### config.mk
export PLATFORM = sky130hd
export DESIGN_NAME = ip_csum_stream
export DESIGN_NICKNAME = d
export VERILOG_FILES = /design/src/rtl/ip_csum_stream_pkg.sv /design/src/rtl/ip_csum_lane_tree.sv /design/src/rtl/ip_csum_stream.sv
export SDC_FILE = /design/constraint.sdc
export NUM_CORES = 1
export LEC_CHECK = 0
export ABC_AREA = 1
export BUFFER_PORTS_ARGS = -buffer_cell sky130_fd_sc_hd__buf_2
export CORE_MARGIN = 3
export CORE_UTILIZATION = 25
export CTS_CLUSTER_DIAMETER = 40
export DETAILED_ROUTE_END_ITERATION = 16
export GPL_ROUTABILITY_DRIVEN = 0
export PLACE_DENSITY = 0.4
export SETUP_SLACK_MARGIN = 0.15
export SYNTH_ARGS = -nofsm -noshare
export SYNTH_HDL_FRONTEND = slang
export SYNTH_SLANG_ARGS = --single-unit
### constraint.sdc
create_clock -name clk156 -period 24.7 [get_ports clk156]
set_clock_uncertainty 0.1 [all_clocks]
set_input_delay 0 -clock clk156 [delete_from_list [all_inputs] [get_ports clk156]]
set_output_delay 0 -clock clk156 [all_outputs]
set_load 0.01 [all_outputs]
### src/rtl/ip_csum_stream_pkg.sv
// Shared definitions for the streaming Internet checksum engine.
// Holds the FSM state type, the lane-count constants and the ones'-complement helpers.
package ip_csum_stream_pkg;

  // Widest accumulator that csum_fold handles. Callers zero-extend narrower sums.
  localparam int unsigned CSUM_MAX_W = 64;

  typedef enum logic [2:0] {
    ACC,
    DRAIN,
    FOLD1,
    FOLD2,
    OUT
  } csum_state_t;

  // Number of 16-bit words carried by one beat.
  function automatic int unsigned csum_lane_count(input int unsigned data_w);
    return data_w / 16;
  endfunction

  // Extra bits needed by the lane adder tree above 16.
  function automatic int unsigned csum_lane_log2(input int unsigned data_w);
    return $clog2(data_w / 16);
  endfunction

  // Width of the registered lane sum.
  function automatic int unsigned csum_lane_w(input int unsigned data_w);
    return 16 + $clog2(data_w / 16);
  endfunction

  // End-around-carry add of two 16-bit words.
  function automatic logic [15:0] csum_add16(input logic [15:0] a, input logic [15:0] b);
    logic [16:0] s;
    s = {1'b0, a} + {1'b0, b};
    return s[15:0] + {15'd0, s[16]};
  endfunction

  // Fold a wide partial sum down to 16 bits. Five folds settle any 64-bit value.
  function automatic logic [15:0] csum_fold(input logic [CSUM_MAX_W-1:0] v);
    logic [CSUM_MAX_W-1:0] s;
    s = v;
    for (int unsigned i = 0; i < 5; i++) begin
      s = {{(CSUM_MAX_W-16){1'b0}}, s[15:0]} + {16'd0, s[CSUM_MAX_W-1:16]};
    end
    return s[15:0];
  endfunction

endpackage

### src/rtl/ip_csum_lane_tree.sv
// Combinational keep-masked word adder tree.
// Word k is {byte 2k, byte 2k+1}; bytes with keep=0 read as zero.
module ip_csum_lane_tree
  import ip_csum_stream_pkg::*;
#(
  parameter int unsigned DATA_W = 64
) (
  input  logic [DATA_W-1:0]                    data,
  input  logic [DATA_W/8-1:0]                  keep,
  output logic [csum_lane_w(DATA_W)-1:0]       lane_sum
);

  localparam int unsigned LANES = csum_lane_count(DATA_W);
  localparam int unsigned LOG2  = csum_lane_log2(DATA_W);
  localparam int unsigned LW    = csum_lane_w(DATA_W);
  // Leaves are padded to a power of two; unused leaves are zero.
  localparam int unsigned P     = 2 ** LOG2;

  // Heap-ordered tree: node[1] is the root, leaves sit at node[P..2P-1].
  logic [LW-1:0] node [1:2*P-1];

  for (genvar k = 0; k < P; k++) begin : g_leaf
    if (k < LANES) begin : g_used
      logic [7:0] hi;
      logic [7:0] lo;
      assign hi = keep[2*k]   ? data[16*k +: 8]     : 8'h00;
      assign lo = keep[2*k+1] ? data[16*k+8 +: 8]   : 8'h00;
      assign node[P+k] = LW'({hi, lo});
    end else begin : g_pad
      assign node[P+k] = '0;
    end
  end

  for (genvar n = 1; n < P; n++) begin : g_node
    assign node[n] = node[2*n] + node[2*n+1];
  end

  assign lane_sum = node[1];

endmodule

### src/rtl/ip_csum_stream.sv
// Streaming 16-bit ones'-complement Internet checksum over valid/ready beats.
// Stage 1 registers the keep-masked lane sum, stage 2 accumulates it (seeded on the
// first beat), then two folds produce the complemented result held until accepted.
// Optional macro IP_CSUM_VERIFY_EN adds m_csum_ok (folded sum == 16'hFFFF).
// SUM_W is expected to be at most 64.
module ip_csum_stream
  import ip_csum_stream_pkg::*;
#(
  parameter int unsigned DATA_W = 64,
  parameter int unsigned SUM_W  = 32
) (
  input  logic                clk156,
  input  logic                sys_rst,
  input  logic                s_tvalid,
  output logic                s_tready,
  input  logic [DATA_W-1:0]   s_tdata,
  input  logic [DATA_W/8-1:0] s_tkeep,
  input  logic                s_tlast,
  input  logic [15:0]         s_seed,
  output logic                m_csum_valid,
  input  logic                m_csum_ready,
  output logic [15:0]         m_csum
`ifdef IP_CSUM_VERIFY_EN
  ,
  output logic                m_csum_ok
`endif
);

  localparam int unsigned LW = csum_lane_w(DATA_W);

  csum_state_t       state_q;
  csum_state_t       state_d;
  logic              accept;
  logic              first_q;
  logic              s1_valid_q;
  logic              s1_first_q;
  logic [15:0]       s1_seed_q;
  logic [LW-1:0]     lane_sum_c;
  logic [LW-1:0]     lane_sum_q;
  logic [SUM_W-1:0]  acc_q;
  logic [SUM_W-1:0]  acc_base;
  logic [SUM_W-1:0]  acc_fold;
  logic [15:0]       folded;
  logic              out_done;

  ip_csum_lane_tree #(
    .DATA_W(DATA_W)
  ) u_lane_tree (
    .data     (s_tdata),
    .keep     (s_tkeep),
    .lane_sum (lane_sum_c)
  );

  assign accept   = s_tvalid && s_tready;
  assign out_done = (state_q == OUT) && m_csum_ready;
  assign acc_base = s1_first_q ? SUM_W'(s1_seed_q) : acc_q;
  assign acc_fold = SUM_W'(acc_q[15:0]) + SUM_W'(acc_q[SUM_W-1:16]);
  // After FOLD1 the value fits in 17 bits, so the full fold equals one more fold step.
  assign folded   = csum_fold(CSUM_MAX_W'(acc_q));

  // FSM state register.
  always_ff @(posedge clk156) begin
    if (sys_rst) state_q <= ACC;
    else         state_q <= state_d;
  end

  // Next-state and input-ready decode.
  always_comb begin
    state_d  = state_q;
    s_tready = 1'b0;
    case (state_q)
      ACC: begin
        s_tready = 1'b1;
        if (accept && s_tlast) state_d = DRAIN;
      end
      DRAIN: state_d = FOLD1;
      FOLD1: state_d = FOLD2;
      FOLD2: state_d = OUT;
      OUT:   if (m_csum_ready) state_d = ACC;
      default: state_d = ACC;
    endcase
  end

  // First-beat flag: cleared by any accepted beat, re-armed by the result handshake.
  always_ff @(posedge clk156) begin
    if (sys_rst)       first_q <= 1'b1;
    else if (accept)   first_q <= 1'b0;
    else if (out_done) first_q <= 1'b1;
  end

  // Stage 1: register lane sum, seed and first flag alongside the beat.
  always_ff @(posedge clk156) begin
    if (sys_rst) begin
      s1_valid_q <= 1'b0;
      s1_first_q <= 1'b0;
      s1_seed_q  <= '0;
      lane_sum_q <= '0;
    end else begin
      s1_valid_q <= accept;
      if (accept) begin
        s1_first_q <= first_q;
        s1_seed_q  <= s_seed;
        lane_sum_q <= lane_sum_c;
      end
    end
  end

  // Stage 2 accumulate, then two end-around folds, then clear after handshake.
  always_ff @(posedge clk156) begin
    if (sys_rst) begin
      acc_q <= '0;
    end else begin
      case (state_q)
        FOLD1, FOLD2: acc_q <= acc_fold;
        OUT:          if (m_csum_ready) acc_q <= '0;
        default:      if (s1_valid_q) acc_q <= acc_base + SUM_W'(lane_sum_q);
      endcase
    end
  end

  // Result register: loaded in FOLD2, held through OUT until accepted.
  always_ff @(posedge clk156) begin
    if (sys_rst) begin
      m_csum_valid <= 1'b0;
      m_csum       <= '0;
    end else if (state_q == FOLD2) begin
      m_csum_valid <= 1'b1;
      m_csum       <= ~folded;
    end else if (out_done) begin
      m_csum_valid <= 1'b0;
    end
  end

`ifdef IP_CSUM_VERIFY_EN
  // Verification flag: the data already carried a correct checksum.
  always_ff @(posedge clk156) begin
    if (sys_rst)               m_csum_ok <= 1'b0;
    else if (state_q == FOLD2) m_csum_ok <= (folded == 16'hFFFF);
  end
`endif

endmodule
==> results.sh, run 1 <==
export IMPL_run_status="finished clean"
export IMPL_critical_path_slowest_cell="fa_1"
export IMPL_worst_skew_pair_late_latency_ns=0.36
export IMPL_antenna_found_initial=0
export IMPL_avgViaCountPerCell=4.471
export IMPL_cts_htree_levels=3
export IMPL_drt_iter0_drc=460
export IMPL_synthArstFlopShare=0
export IMPL_syn_mean_instance_area_um2=6.259
export IMPL_synth_enable_flop_cells=0
export IMPL_netlist_top_cells_area="dfxtp_1 (20%), nand2_1 (16%), inv_1 (9.8%)"
export IMPL_cts_inserted_buffers=9
export IMPL_end_kind="flop"
export IMPL_initial_core_util=0.2550
export IMPL_antenna_violating_nets_post_route=0
export IMPL_cts_sink_count=89
export IMPL_slew_at_the_pin_with_the_worst_max_slew_slack_ns=0.6960
export IMPL_synth_nets=1642
export IMPL_timing_setup_critical_path_class="flop to flop"
export IMPL_grt_overflow_total=0
export IMPL_diodes=0
export IMPL_synthToLayoutAreaGrowth_pct=16.74
export IMPL_synth_most_common_cell="nand2_1"
export IMPL_gr_usage_all_layers=0.1503
export IMPL_power_per_cell_area_nw_per_um2=58.56
export IMPL_finalWirelength_um=28900
export IMPL_setup_repair_after_global_routing_missed_its_margin="no"
export IMPL_synth_yosys_warnings=0
export IMPL_post_drt_wl_per_cell_um=14.23
export IMPL_drt_first_pass_iters=5
export IMPL_start_kind="flop"
export IMPL_clock_tree_from_tritoncts="built"
export IMPL_proportion_of_layout_cells_with_a_drive_suffix_above_1=0.1516
export IMPL_number_of_max_cap_violations=0
export IMPL_grt_pass1_wl_um=46220
export IMPL_yosys_register_bits=89
export IMPL_dp_hpwl_um=23990
export IMPL_drcViolationCount=0
export IMPL_die_w_um=196.9
export IMPL_post_route_clock_period_utilization=0.3724
export IMPL_number_of_placed_i_o_pins=111
export IMPL_final_cell_area_um2=10640
export IMPL_core_area_um2=35740
export IMPL_commonest_cells_post_synth="nand2_1 (388), inv_1 (237), nor2_1 (108), a21oi_1 (97), nand3_1 (93)"
export IMPL_peakVddDrop_mv=0.03991
export IMPL_clk_pin_slew_ns=0.07
export IMPL_synth_seq_area_share=0.1955
export IMPL_finalSetupViolCount=0
export IMPL_worst_hold_path_type="input port to flop"
export IMPL_die_y_um=196.9
export IMPL_setup_tns_ns=0
export IMPL_die_area_um2=38780
export IMPL_timing_final_hold_violations=0
export IMPL_routed_via_count=9081
export IMPL_critical_path_max_fanout=4
export IMPL_synthDistinctLibCells=49
export IMPL_arrival_time_of_data_at_the_critical_path_endpoint_ns=9.37
export IMPL_post_place_cells=1997
export IMPL_post_place_cell_area_um2=10150
export IMPL_maximum_number_of_pins_on_one_net_before_global_route_repair=48
export IMPL_port_buffers=110
export IMPL_fmaxAchievable_ghz=0.1087
export IMPL_bufs_on_longest_clock_path=2
export IMPL_layout_nets=1752
export IMPL_final_instance_count_excl_fill=2031
export IMPL_final_period_minus_worst_setup_slack_ns=9.199
export IMPL_finalMaxSlewViolations=0
export IMPL_clock_root_buffer="clkbuf_16"
export IMPL_synthesis_instances=1456
export IMPL_fraction_of_synthesized_cell_area_taken_by_the_top_area_cell_type=0.1955
export IMPL_p_leak_nw=5.467
export IMPL_postCtsResizedCells=0
export IMPL_rows=69
export IMPL_synth_flop_cell="dfxtp_1"
export IMPL_grt_pass1_vias=8729
export IMPL_post_synth_top_area_cell="dfxtp_1"
export IMPL_synth_cell_area_um2=9112
export IMPL_worst_endpoint_required_ns=24.87
export IMPL_timing_critical_path_slowest_cell_delay_ns=0.44
export IMPL_timing_slew_headroom=0.5355
[metrics by stage]
stage	power, mW	hold slack (ns)	utilization	worst slack [ns]
after floorplan	0.3877	0.04445	-	16.70
after global placement	0.4799	0.1673	0.2839	15.68
after detailed placement	0.4782	0.1650	0.2839	15.44
after CTS	0.6340	0.02175	0.2976	15.42
final	0.6229	0.02325	0.2976	15.50
after global routing	0.6763	0.07432	0.2976	14.36
[worst max-delay path, delay by kind of cell (launching register included)]
family	cells	cell delay, ns
buffers and inverters	6	0.45
DFF	1	0.36
and+or+nand+nor	54	5.65
adders and majority gates	9	2.09
AOI/OAI and AO/OA	3	0.44
[state kept, by name, summed over array words and instances, names as in the netlist]
name          flops
m_csum_valid      1
state_q           3
acc_q            32
s1_first_q        1
s1_valid_q        1
m_csum           16
first_q           1
lane_sum_q       18
s1_seed_q        16
[path summary, 6_finish.rpt]
kind	start	cells past startpoint	slack [ns]	end
setup / recovery	acc_q[0]	72	15.50	m_csum[14]
hold / removal	s_tdata[8]	6	0.02	lane_sum_q[0]
setup reg to reg	acc_q[0]	72	15.50	m_csum[14]
hold reg to reg	s1_seed_q[5]	2	0.36	s1_seed_q[5]
[cell usage in the layout (no fill, tap or decap), drive strengths merged]
cell type,instances
dfxtp,89
clkbuf,9
a21o,1
o32ai,1
o31ai,1
a21boi,3
nor4,8
fa,34
o21bai,17
a31oi,8
a22oi,1
nand4,15
a221oi,1
inv,261
or2,14
nand3b,2
buf,117
xor2,20
nor3,8
clkinv,7
nor2,125
o221ai,7
a21oi,99
a211oi,4
nand2,428
o211ai,18
a41oi,1
clkinvlp,1
nand3,102
ha,59
o21a,2
xnor2,6
o22ai,1
dlygate4sd3,19
bufinv,1
o21ai,80
[power by group]
part	total (mW)	internal, mW	switching [mW]	leakage (nW)
combinational	0.296	0.100	0.196	4.59
sequential	0.179	0.162	0.0162	0.729
clock	0.148	0.0797	0.0685	0.144
[layout make-up]
cell class / count / area (um2)
fillers: 4065 / 25100
multi-input cells: 1066 / 6191
flip-flops and latches: 89 / 1782
inverters: 264 / 994.7
repair buffers: 136 / 793.3
well taps: 461 / 576.8
clock buffers: 9 / 225.2
clock inverters: 6 / 75.07
[repair_timing]
action | 4_1_cts | 5_1_grt
endpoints found under the hold margin | 20 | 0
hold buffers | 19 | 0
buffers inserted | 0 | 0
[cell families after synthesis]
kind of cell | after synthesis | synth area share
AOI/OAI and AO/OA | 245 | 0.1549
xor gates and xnor gates | 26 | 0.02499
adders and majority gates | 93 | 0.1557
buffers and inverters | 301 | 0.1254
DFF | 89 | 0.1955
and+or+nand+nor | 702 | 0.3435
[per-layer routing]
layer,vias up,GRT usage,part of all wire
met4,0,0.02508,0.0070
met5,-,0,0
li1,4841,-,-
met2,160,0.2425,0.44
met3,12,0.01932,0.034
met1,4068,0.2183,0.52
(Power assumes the default switching activity.)
==> run 2, diff against run 1 <==
--- a/config.mk
+++ b/config.mk
@@ -12,7 +12,7 @@
 export CTS_CLUSTER_DIAMETER = 40
 export DETAILED_ROUTE_END_ITERATION = 16
 export GPL_ROUTABILITY_DRIVEN = 0
-export PLACE_DENSITY = 0.4
+export PLACE_DENSITY = 0.41
 export SETUP_SLACK_MARGIN = 0.15
 export SYNTH_ARGS = -nofsm -noshare
 export SYNTH_HDL_FRONTEND = slang
==> constraint.sdc (replaced) <==
create_clock -name clk156 -period 8.3 [get_ports clk156]
set_clock_uncertainty 0.1 [all_clocks]
set_input_delay 0 -clock clk156 [delete_from_list [all_inputs] [get_ports clk156]]
set_output_delay 0 -clock clk156 [all_outputs]
set_load 0.01 [all_outputs]
==> run 2 against run 1 <==
  * Register-to-register slack lost 15 ns
  * Worst hold slack better by 0.031 ns
  * Sequential power grew to 3.0 times the previous value
  * Flip-flop and latch count is the same
  * Via count increased by 4.7%
  * Critical path type unchanged
  * Critical endpoint unchanged
  * Highest routed layer unchanged
==> results.sh, run 2 (synthesized netlist as in run 1, its figures left out) <==
export IMPL_run_status="finished clean"
export IMPL_timing_slew_headroom=0.5299
export IMPL_power_share_sequential=0.281
export IMPL_grt_overflow_total=0
export IMPL_timing_final_hold_violations=0
export IMPL_net_switching_power_figure_mw=0.8689
export IMPL_setup_repair_after_global_routing_missed_its_margin="yes"
export IMPL_post_route_clock_period_utilization=0.9996
export IMPL_flip_flop_count_of_the_largest_register_after_layout=32
export IMPL_antenna_violating_nets_post_route=0
export IMPL_timing_critical_path_slowest_cell_delay_ns=0.40
export IMPL_top_register="acc_q"
export IMPL_dp_hpwl_um=24420
export IMPL_antenna_found_initial=0
export IMPL_p_sw_frac=0.4607
export IMPL_worst_hold_path_type="input port to flop"
export IMPL_bufs_on_longest_clock_path=2
export IMPL_worst_hold_slack_ns=0.05436
export IMPL_avgViaCountPerCell=4.501
export IMPL_diodes=0
export IMPL_clock_root_buffer="clkbuf_16"
export IMPL_critical_path_slowest_cell="fa_2"
export IMPL_maximum_number_of_pins_on_one_net_before_global_route_repair=48
export IMPL_initial_core_util=0.2550
export IMPL_critical_path_max_fanout=4
export IMPL_final_period_minus_worst_setup_slack_ns=8.297
export IMPL_drt_iter0_drc=515
export IMPL_grt_pass1_wl_um=47990
export IMPL_postLayoutSetupSlackWorst_ns=0.003353
export IMPL_layout_filler_cell_count=4020
export IMPL_rr_endpoint="m_csum[14]"
export IMPL_die_y_um=196.9
export IMPL_timing_hold_worst_endpoint="lane_sum_q[0]"
export IMPL_start_kind="flop"
export IMPL_rows=69
export IMPL_synthToLayoutAreaGrowth_pct=26.45
export IMPL_routed_via_count=9506
export IMPL_core_area_um2=35740
export IMPL_number_of_max_cap_violations=0
export IMPL_reg2reg_setup_slack_ns=0.003
export IMPL_drcViolationCount=0
export IMPL_port_buffers=110
export IMPL_mostFrequentLayoutCell="nand2_1"
export IMPL_critical_path_reg2reg_startpoint="acc_q[16]"
export IMPL_cell_internal_pwr_mw=1.017
export IMPL_cts_inserted_buffers=9
export IMPL_fin_total_pwr_mw=1.886
export IMPL_gr_usage_all_layers=0.1546
export IMPL_p_leak_nw=5.923
export IMPL_cts_htree_levels=3
export IMPL_fmaxAchievable_ghz=0.1205
export IMPL_timing_setup_critical_path_class="flop to flop"
export IMPL_arrival_time_of_data_at_the_critical_path_endpoint_ns=8.51
export IMPL_finalMaxSlewViolations=0
export IMPL_power_share_combinational=0.498
export IMPL_cp_common_cell="buf_4"
export IMPL_end_kind="flop"
export IMPL_clock_tree_from_tritoncts="built"
export IMPL_slew_at_the_pin_with_the_worst_max_slew_slack_ns=0.7044
export IMPL_die_w_um=196.9
export IMPL_cts_sink_count=89
export IMPL_die_area_um2=38780
export IMPL_clk_pin_slew_ns=0.08
export IMPL_worst_skew_pair_late_latency_ns=0.35
export IMPL_grt_pass1_vias=9249
export IMPL_top_regs="acc_q x32, lane_sum_q x18"
export IMPL_hp_start="s_tdata[8]"
export IMPL_worst_endpoint_required_ns=8.51
export IMPL_timing_hold_worst_path_depth=6
export IMPL_power_clock_fraction=0.222
export IMPL_finalWirelength_um=30150
export IMPL_pre_cts_ws_ns=-0.07429
export IMPL_final_instance_count_excl_fill=2112
export IMPL_proportion_of_layout_cells_with_a_drive_suffix_above_1=0.2247
export IMPL_drt_first_pass_iters=5
export IMPL_mostFrequentLayoutCells="nand2_1 (376), inv_1 (235), buf_2 (110)"
export IMPL_rr_worst_depth=78
export IMPL_finalSetupViolCount=0
export IMPL_layout_nets=1832
export IMPL_peakVddDrop_mv=0.09328
export IMPL_post_place_cells=2031
export IMPL_post_drt_wl_per_cell_um=14.28
export IMPL_power_per_cell_area_nw_per_um2=163.7
export IMPL_number_of_placed_i_o_pins=111
==> run 2: cell types whose count changed in the layout (fill, tap and decap cells not counted), sizes merged <==
cell | previous run | this run
inv | 261 | 264
bufinv | 1 | 0
buf | 117 | 197
clkinvlp | 1 | 0
==> run 2: routing by layer <==
metal  vias to the layer above  GRT usage  share of wire
met4                         0    0.03194          0.015
met1                      4306     0.2282           0.52
li1                       5013          -              -
met3                        26    0.02068          0.031
met5                         -          0              0
met2                       161     0.2412           0.44
==> run 2: per-stage QoR <==
step | TNS [ns] | utilization | instance area, um2
global placement | 0 | 0.2910 | 10400
finish | 0 | 0.3224 | 11520
global route | -4.701 | 0.3224 | 11520
CTS | 0 | 0.3128 | 11180
detailed placement | -0.1070 | 0.2910 | 10400
floorplan | 0 | - | 9112
==> run 2: critical path: cells and delay by family (launching register included) <==
kind            cells  cell delay, ns
flops               1            0.36
fa+ha+maj           7            1.42
compound gates      2            0.20
buf+inv            20            1.79
simple gates       49            4.35
==> run 2: layout make-up <==
type	instances	area, um2	area share
multi-input combinational	1066	6474	0.5618
clock buffer	9	225.2	0.01955
clock inverter	7	73.82	0.006407
inverter	264	994.7	0.08633
tap	461	576.8	0.05006
timing repair buffer	216	1394	0.1210
sequential	89	1784	0.1548
==> run 2: worst max path at each step <==
stage	to	startpoint
5_1_grt	m_csum[15]	acc_q[16]
3_5_place_dp	m_csum[15]	acc_q[0]
2_1_floorplan	m_csum[15]	acc_q[0]
4_1_cts	m_csum[15]	acc_q[16]
3_3_place_gp	m_csum[15]	acc_q[0]
6_report	m_csum[14]	acc_q[16]
==> run 2: what timing repair did <==
action	in CTS	in global routing
setup buffers	33	13
setup endpoints to repair	6	13
resized for setup	12	59
endpoints found under the hold margin	20	0
pin swaps	9	55
hold buffers	19	0
==> run 2: power by group through the flow <==
stage | combinational (mW) | clock [mW] | sequential (mW)
floorplan | 0.635 | 0 | 0.519
global placement | 0.907 | 0 | 0.535
detailed placement | 0.900 | 0 | 0.537
CTS | 0.916 | 0.428 | 0.528
global route | 1.06 | 0.449 | 0.536
finish | 0.939 | 0.418 | 0.529
